<file path="src/rtl/frac_divider.sv">
`default_nettype none
// ============================================================================
// Module   : frac_divider
// Brief    : Dual-modulus fractional clock divider, ratio Whole + Dec/100.
// Revision : 1.0 - initial release
// ============================================================================

module frac_divider (
  input  logic        Clk,
  input  logic        Reset,
  input  logic        En,
  input  logic        Load,
  input  logic [31:0] C_N1,
  output logic        Div_Pulse,
  output logic        Div_Clk,
  output logic        Load_Ack,
  output logic [25:0] Period
);

  localparam logic [0:0] IDLE = 1'b0;
  localparam logic [0:0] RUN  = 1'b1;

  localparam logic [24:0] MIN_WHOLE = 25'd2;
  localparam logic [6:0]  MAX_DEC   = 7'd99;
  localparam logic [7:0]  MODULUS   = 8'd100;

  logic [0:0]  state;
  logic [24:0] whole_sh;
  logic [6:0]  dec_sh;
  logic        load_pend;
  logic [25:0] cnt;
  logic [6:0]  acc;

  logic [24:0] cap_whole;
  logic [6:0]  cap_dec;
  logic [24:0] use_whole;
  logic [6:0]  use_dec;
  logic [7:0]  sum;
  logic [7:0]  sum_wrap;
  logic        carry;
  logic [6:0]  next_acc;
  logic [25:0] next_p;
  logic        reload;

  always_comb begin
    cap_whole = (C_N1[31:7] < MIN_WHOLE) ? MIN_WHOLE : C_N1[31:7];
    cap_dec   = (C_N1[6:0] > MAX_DEC) ? MAX_DEC : C_N1[6:0];
    // A Load on a reload edge feeds that very reload (write-through).
    use_whole = Load ? cap_whole : whole_sh;
    use_dec   = Load ? cap_dec   : dec_sh;
    sum       = {1'b0, acc} + {1'b0, use_dec};
    sum_wrap  = sum - MODULUS;
    carry     = (sum >= MODULUS);
    next_acc  = carry ? sum_wrap[6:0] : sum[6:0];
    next_p    = {1'b0, use_whole} + {25'd0, carry};
    reload    = En && ((state == IDLE) || (cnt == 26'd0));
  end

  always_ff @(posedge Clk or posedge Reset) begin
    if (Reset) begin
      whole_sh  <= MIN_WHOLE;
      dec_sh    <= 7'd0;
      load_pend <= 1'b0;
      Load_Ack  <= 1'b0;
    end else begin
      if (Load) begin
        whole_sh <= cap_whole;
        dec_sh   <= cap_dec;
      end
      if (reload) begin
        load_pend <= 1'b0;
      end else if (Load) begin
        load_pend <= 1'b1;
      end
      Load_Ack <= reload && (Load || load_pend);
    end
  end

  always_ff @(posedge Clk or posedge Reset) begin
    if (Reset) begin
      state     <= IDLE;
      cnt       <= 26'd0;
      acc       <= 7'd0;
      Period    <= 26'd0;
      Div_Pulse <= 1'b0;
      Div_Clk   <= 1'b0;
    end else if (state == IDLE) begin
      Div_Pulse <= 1'b0;
      Div_Clk   <= 1'b0;
      if (En) begin
        state     <= RUN;
        cnt       <= next_p - 26'd1;
        acc       <= next_acc;
        Period    <= next_p;
        Div_Clk   <= 1'b1;
      end
    end else begin
      if (!En) begin
        state     <= IDLE;
        cnt       <= 26'd0;
        acc       <= 7'd0;
        Period    <= 26'd0;
        Div_Pulse <= 1'b0;
        Div_Clk   <= 1'b0;
      end else if (cnt == 26'd0) begin
        cnt       <= next_p - 26'd1;
        acc       <= next_acc;
        Period    <= next_p;
        Div_Pulse <= 1'b1;
        Div_Clk   <= 1'b1;
      end else begin
        cnt       <= cnt - 26'd1;
        Div_Pulse <= 1'b0;
        // High while the cycle about to start is within the first ceil(P/2).
        Div_Clk   <= (cnt > {1'b0, Period[25:1]});
      end
    end
  end

endmodule

`default_nettype wire

</file>
<file path="config.mk">
export PLATFORM = sky130hd
export DESIGN_NAME = frac_divider
export DESIGN_NICKNAME = d
export VERILOG_FILES = /design/src/rtl/frac_divider.sv
export SDC_FILE = /design/constraint.sdc
export NUM_CORES = 1
export LEC_CHECK = 0
export BUFFER_PORTS_ARGS = -buffer_cell sky130_fd_sc_hd__buf_2
export CAP_MARGIN = 25
export CORE_MARGIN = 2
export CORE_UTILIZATION = 54
export DETAILED_ROUTE_END_ITERATION = 16
export PLACE_DENSITY = 0.88
export SETUP_SLACK_MARGIN = 0.05
export SYNTH_ARGS = -nofsm -noshare
export SYNTH_HDL_FRONTEND = slang
export SYNTH_SLANG_ARGS = --single-unit
</file>
<file path="constraint.sdc">
create_clock -name Clk -period 4.6 [get_ports Clk]
set_input_delay 0.92 -clock Clk [delete_from_list [all_inputs] [get_ports Clk]]
set_output_delay 0.92 -clock Clk [all_outputs]
set_load 0.02 [all_outputs]
</file>
# ---- Yosys cells after proc, flatten, opt, wreduce, memory -nomap -nowiden
# Index checks and enable logic that the tools add are counted.
# Widths: inputs -> output; s select.
dict set report word_totals {
  reg_bits 96
  inputBits 36
  word_cells 55
  out_inout_bits 29
}
dict set report classes {
  bitwise 1
  eq_ne 1
  order_cmp 4
  n_reduce_logical 8
  mux 26
  n_addsub 5
}
# operator count
set ops {}
lappend ops {{$mux 26} 8}
lappend ops {{$sub 26x1->26 const B} 2}
lappend ops {{$mux 25} 2}
lappend ops {{$mux 7} 7}
lappend ops {{$add 25x1->26} 1}
lappend ops {{$gt 26x25->1} 1}
lappend ops {{$logic_not 26->1} 1}
lappend ops {{$lt 25x2->1 const B} 1}
lappend ops {{$mux 1} 9}
lappend ops {{$add 7x7->8} 1}
lappend ops {{$ge 8x7->1 const B} 1}
lappend ops {{$gt 7x7->1 const B} 1}
lappend ops {{$sub 7x7->7 const B} 1}
lappend ops {{$reduce_bool 2->1} 2}
lappend ops {{$ne 3x2->1 const B} 1}
lappend ops {{$logic_and 1x1->1} 2}
lappend ops {{$logic_or 1x1->1} 2}
lappend ops {{$reduce_and 2->1} 1}
lappend ops {{$not 1->1} 1}

# ---- Longest topological paths before layout
dict set report depth {
  depth_word 10
  ltp_mapped 28
}

# ---- Least setup slack after synthesis
# OpenSTA, ideal clock, no wires.
dict set report synth_timing {
  path_kind {input port to flip-flop}
  from {input Load}
  to {register cnt[19]}
  path_buffers 5
  arrival_ps 6079
  setup_ps 131
  path_stages 27
  path_slack_ps -1611
  path_cell_list {buf_6 buf_4 buf_4 buf_2 clkbuf_1 o22a_1 ha_1 inv_1 fa_1 xnor2_1 inv_1 ha_1 o21ai_0 a21o_1 a41oi_1 inv_1 ha_1 ha_1 nand4b_1 nand2_1 and3_1 xor2_1 nor2_1 nor4b_4 nand3_2 o211a_1 or3_1}
}
dict set report synth_between {
  elab_chain_cells 8
}
# item line_no
set synth_lines {}
lappend synth_lines {{from (decl)} 12} ;# input logic Load,
lappend synth_lines {{$mux 7 (*)} n/a}
lappend synth_lines {{named net use_dec[0]} 37} ;# logic [6:0] use_dec;
lappend synth_lines {{$add 7x7->8 (*)} 51} ;# sum = {1'b0, acc} + {1'b0, use_dec};
lappend synth_lines {{$ge 8x7->1 (*)} 53} ;# carry = (sum >= MODULUS);
lappend synth_lines {{$add 25x1->26 (*)} 55} ;# next_p = {1'b0, use_whole} + {25'd0, carry};
lappend synth_lines {{$sub 26x1->26 (*)} {92, 106}}
lappend synth_lines {{$mux 26} 105} ;# end else if (cnt == 26'd0) begin
lappend synth_lines {{$mux 26} 98} ;# if (!En) begin
lappend synth_lines {{$mux 26 (*)} 87} ;# end else if (state == IDLE) begin
lappend synth_lines {{to (signal assigned)} 92} ;# cnt <= next_p - 26'd1;
lappend synth_lines {{to (signal assigned)} 106} ;# cnt <= next_p - 26'd1;
lappend synth_lines {{to (signal assigned)} 112} ;# cnt <= cnt - 26'd1;
lappend synth_lines {{to (decl)} 31} ;# logic [25:0] cnt;
# The timed path passes the listed nets; every way through them passes the cells marked *. The select of a mux whose other input is x is not followed.
# A chain may end at the register's enable or synchronous reset.

# ---- Worst setup path after layout
dict set report layout_timing {
  from {input C_N1[5]}
  to {register cnt[23]}
}
dict set report layout_between {
  elab_chain_cells 10
}
# item line_no
set layout_lines {}
lappend layout_lines {{from (decl)} 13} ;# input logic [31:0] C_N1,
lappend layout_lines {{$gt 7x7->1 (*)} 47} ;# cap_dec = (C_N1[6:0] > MAX_DEC) ? MAX_DEC : C_N1[6:0];
lappend layout_lines {{$mux 7 (*)} 47}
lappend layout_lines {{$mux 7 (*)} n/a}
lappend layout_lines {{named net use_dec[0]} 37}
lappend layout_lines {{$add 7x7->8 (*)} 51}
lappend layout_lines {{$ge 8x7->1 (*)} 53}
lappend layout_lines {{$add 25x1->26 (*)} 55}
lappend layout_lines {{$sub 26x1->26 (*)} {92, 106}}
lappend layout_lines {{$mux 26} 105}
lappend layout_lines {{$mux 26} 98}
lappend layout_lines {{$mux 26 (*)} 87}
# Marks and branches as above.

==> results.md <==
Run status:
- The flow ran to the end, but the final reports show violations.
- The final reports fail on negative setup slack.

Route:
- The number of vias per cell is a little under 7.
- The overall via count from detail_route is roughly 7100.
- The count of nets left with antenna violations once routing finished came out at 0.
- The number of optimization iterations in the first detailed-route pass is 5.
- The routed design has 23900 um of wire.
- Dividing the detail-routed wire length by the instance count gives between 20 and 25 um.
- The number of remaining DRC errors is 0.
- After the first detailed-routing iteration, the DRC count stood at 750.

Hold path:
- The worst hold path was traced through 2 stages.
- The worst min-delay path category is flop to flop.
- The worst hold path begins at acc[6].
- The hold-critical path endpoint is acc[6].

Yosys:
- The largest total area in the synthesized netlist belongs to dfrtp_1.
- The sequential cell area fraction in the yosys report is 0.365.
- The number of nets handed over by synthesis was between 800 and 900.
- Of the total synthesized cell area, the portion taken by full adders, half adders and majority gates is 0.0771.
- Of the post-synthesis cell area, the part taken by muxes is 0.0469.
- The mean instance size in the synthesized netlist is roughly 9.1 um^2.
- The area fraction of the dominant cell type after synthesis is 0.361.
- The number of instances in the synthesized netlist is between 700 and 800.
- Of the total synthesized cell area, the portion taken by XOR and XNOR cells is 0.0716.
- The count of unique library cells instantiated by Yosys is a little under 80.
- The Yosys step of the flow raised 0 warnings.
- The synthesized design contains 0 enable-type register cells.
- Ranked by instance count, the synthesized netlist is headed by dfrtp_1 (95), o21ai_0 (69), nand2_1 (65).
- In the post-synthesis netlist, the biggest area contributors are dfrtp_1 (36%), ha_1 (7.4%), o21ai_0 (5.2%).
- Of all flip-flops after synthesis, the portion carrying an async set or reset was 1.00.
- The summed instance area of the synthesized netlist is 6590 um^2.
- The complex-gate fraction of the synthesized area is 0.180.
- The most frequent cell after synthesis is dfrtp_1.
- Counting flops and latches in the post-synthesis netlist gives 96.
- The largest family of logic cells by synthesized area is simple AND/OR/NAND/NOR gates.
- For this run, the leading register cell type out of synthesis is dfrtp_1.
- The post-synthesis share of cell area spent on and, or, nand and nor gates is 0.209.

Clock network:
- The clock root buffer is clkbuf_16.
- The number of buffers inserted for hold repair after clock tree synthesis is 0.
- The clock-pin transition on the worst setup and hold timing paths is approximately 70 ps.
- The total CTS buffers is 9.
- CTS saw 96 sinks.
- The maximum root-to-sink buffer count is 2.
- TritonCTS built the clock tree.
- In this run the number of H-tree levels came out at 3.
- The clock reaches the later pin of the worst-skew pair after roughly 370 ps.

Die:
- The die covers 13100 um^2.
- The die is between 100 and 150 um wide.
- The placeable core region is approximately 12000 um^2.
- For this design the top-level I/O count stands at 65.
- The initial core utilization is 0.551.
- After floorplanning, the core was divided into 40 placement rows.
- The vertical die dimension is about 110 um.

STA:
- Setup violations remaining at the end of the flow were counted as 38.
- Dividing the final minimum period by the clock period gives 1.21.
- Setup repair after global routing could not meet its margin everywhere.
- The worst-margin pin slew is roughly 1100 ps.
- The time the final worst path needs with I/O delays and setup is 5560 ps.
- The maximum clock rate is between 150 and 200 MHz.
- The worst pin sits at a relative slew slack of 0.220.
- For the final database, setup skew stands at between 10 and 15 ps.
- Final hold analysis gives a worst-case slack of 507 ps.
- The number of max-slew violations in the final report was 0.
- The number of failing hold endpoints at the final stage came to 0.
- After layout, the worst setup slack is -964 ps.

Pwr:
- The ratio of total power to cell area is slightly above 400 nW/um^2.
- The worst-case IR drop observed on VDD is 329 uV.
- The leakage power of the design is 4.02 nW.

GRT:
- The via count of the first global-routing pass is roughly 6500.
- The wire length of the first global-routing pass is approximately 34000 um.
- Summed over all layers, the global routing overflow is 0.
- Across every metal layer, demand over resource in global routing totals 0.334.
- The largest net degree at the start of global routing is 72.
- The initial antenna violation count is 0.

Setup path:
- The register-to-register setup slack is -390 ps.
- For the worst setup path, the data required time is between 4000 and 5000 ps.
- Broken down by cell family, the worst path's largest delay share belongs to compound AO/OA/AOI/OAI gates.
- The critical path buffer and inverter count is 5.
- Measured in cells, the most critical reg-to-reg path has a length of 25.
- The largest fanout on the critical path is 5.
- The sort of element at the end of the critical path is a flop.
- The most frequent cell on the critical path is nand4_1.
- The category of the critical setup timing path is input pin to flop.
- The arrival time reported for the critical path endpoint is roughly 5800 ps.
- The type of element launching the critical path is an input pin.
- The slowest stage cell on the critical path is a2111oi_2.
- The delay contributed by the slowest stage of the critical path is 480 ps.
- The start of the worst register-to-register path is dec_sh[1].
- The destination of the worst register-to-register timing path is cnt[23].

Cells and area:
- The fraction of final layout cells sized beyond drive strength 1 is 0.346.
- The finished layout holds between 1000 and 1500 standard cells, fillers aside.
- The filler cells instantiated in the layout total 755.
- Once layout is complete, the utilization of the core stands at 0.734.
- The number of antenna diodes in the final layout is 0.
- From synthesis to final layout, the design area changed by 33.3%.
- For this run, the post-layout net count is 960.

Place:
- The post-DP HPWL is about 13000 um.
- The placer's final routability congestion estimate is ~0.90.
- The count of input and output buffers is 64.
- The number of cells after detailed placement is approximately 990.
- The worst slack at placement is -1010 ps.

Run:
- Max-cap violations in this run came to 0.
==> through the flow <==
| stage | setup TNS [ps] | power [mW] | cell area [um^2] |
|---|---|---|---|
| floorplan | -17520 | 2.05 | 6830 |
| global placement | -12770 | 2.49 | 7760 |
| detailed placement | -21640 | 2.54 | 7760 |
| CTS | -5010 | 3.36 | 8500 |
| global route | -23140 | 3.75 | 8780 |
| finish | -18210 | 3.61 | 8780 |
==> flip-flops by register name (all words and copies together) (netlist names) <==
name       flops
acc            7
dec_sh         7
Period        26
state          1
Load_Ack       1
Div_Clk        1
load_pend      1
Div_Pulse      1
cnt           26
whole_sh      25
==> report_power, final <==
group | switching [mW] | internal [mW] | leakage [nW]
logic | 0.978 | 0.813 | 2.69
clock network | 0.346 | 0.377 | 0.130
registers | 0.129 | 0.969 | 1.20
==> routing by layer <==
metal	global-route usage	part of all wire
met1	0.426	0.37
met2	0.539	0.45
met3	0.0868	0.12
met4	0.143	0.060
met5	0	0
==> tightest hold or removal path, stage by stage, from the launching register on <==
cell,delay (ps)
dfrtp_1,350
nand2_1,50
o21ai_0,70
==> what timing repair did <==
item | in CTS | in global routing
endpoints found under the setup margin | 26 | 45
buffers inserted | 21 | 10
pin swaps | 48 | 34
resized for setup | 61 | 37
==> worst max-delay path by stage <==
stage	start	endpoint	slack, ps	cells past startpoint
after global placement	C_N1[4]	cnt[25]	-740	26
after detailed placement	C_N1[4]	cnt[24]	-1010	25
after CTS	C_N1[4]	cnt[17]	-400	28
final	C_N1[5]	cnt[23]	-960	27
after floorplan	Load	cnt[19]	-990	27
after global routing	C_N1[6]	cnt[21]	-1100	28
==> cells by family after synthesis <==
logic type / count (synthesis)
AO/OA/AOI/OAI: 181
XOR/XNOR: 53
adder cells (fa/ha/maj): 40
buffers and inverters: 81
flip-flops: 96
multiplexers: 28
AND/OR/NAND/NOR: 246
==> area by class of cell <==
cell class	count	area, um^2	area share
Multi-Input combinational cell	548	4510	0.513
Sequential cell	96	2400	0.274
Timing Repair Buffer	172	1190	0.136
Clock buffer	10	239	0.0272
Inverter	57	219	0.0249
Tap cell	147	184	0.0209
Clock inverter	5	33.8	0.00385
==> placed cells by master, fill, tap and decap left out, drive strengths merged, types with 6 or more instances in the layout <==
master / n
ha: 39
dfrtp: 95
nor2b: 9
xor2: 15
a21o: 11
mux2i: 14
o21ai: 71
a21oi: 27
xnor2: 38
nand2: 66
or4: 6
a22o: 20
inv: 57
nand4b: 7
buf: 172
nand4: 19
nand3: 26
and2: 10
clkbuf: 10
or3: 9
o21a: 7
mux2: 14
nor3: 26
nor2: 34
nor4: 11
(Power assumes the default switching activity.)
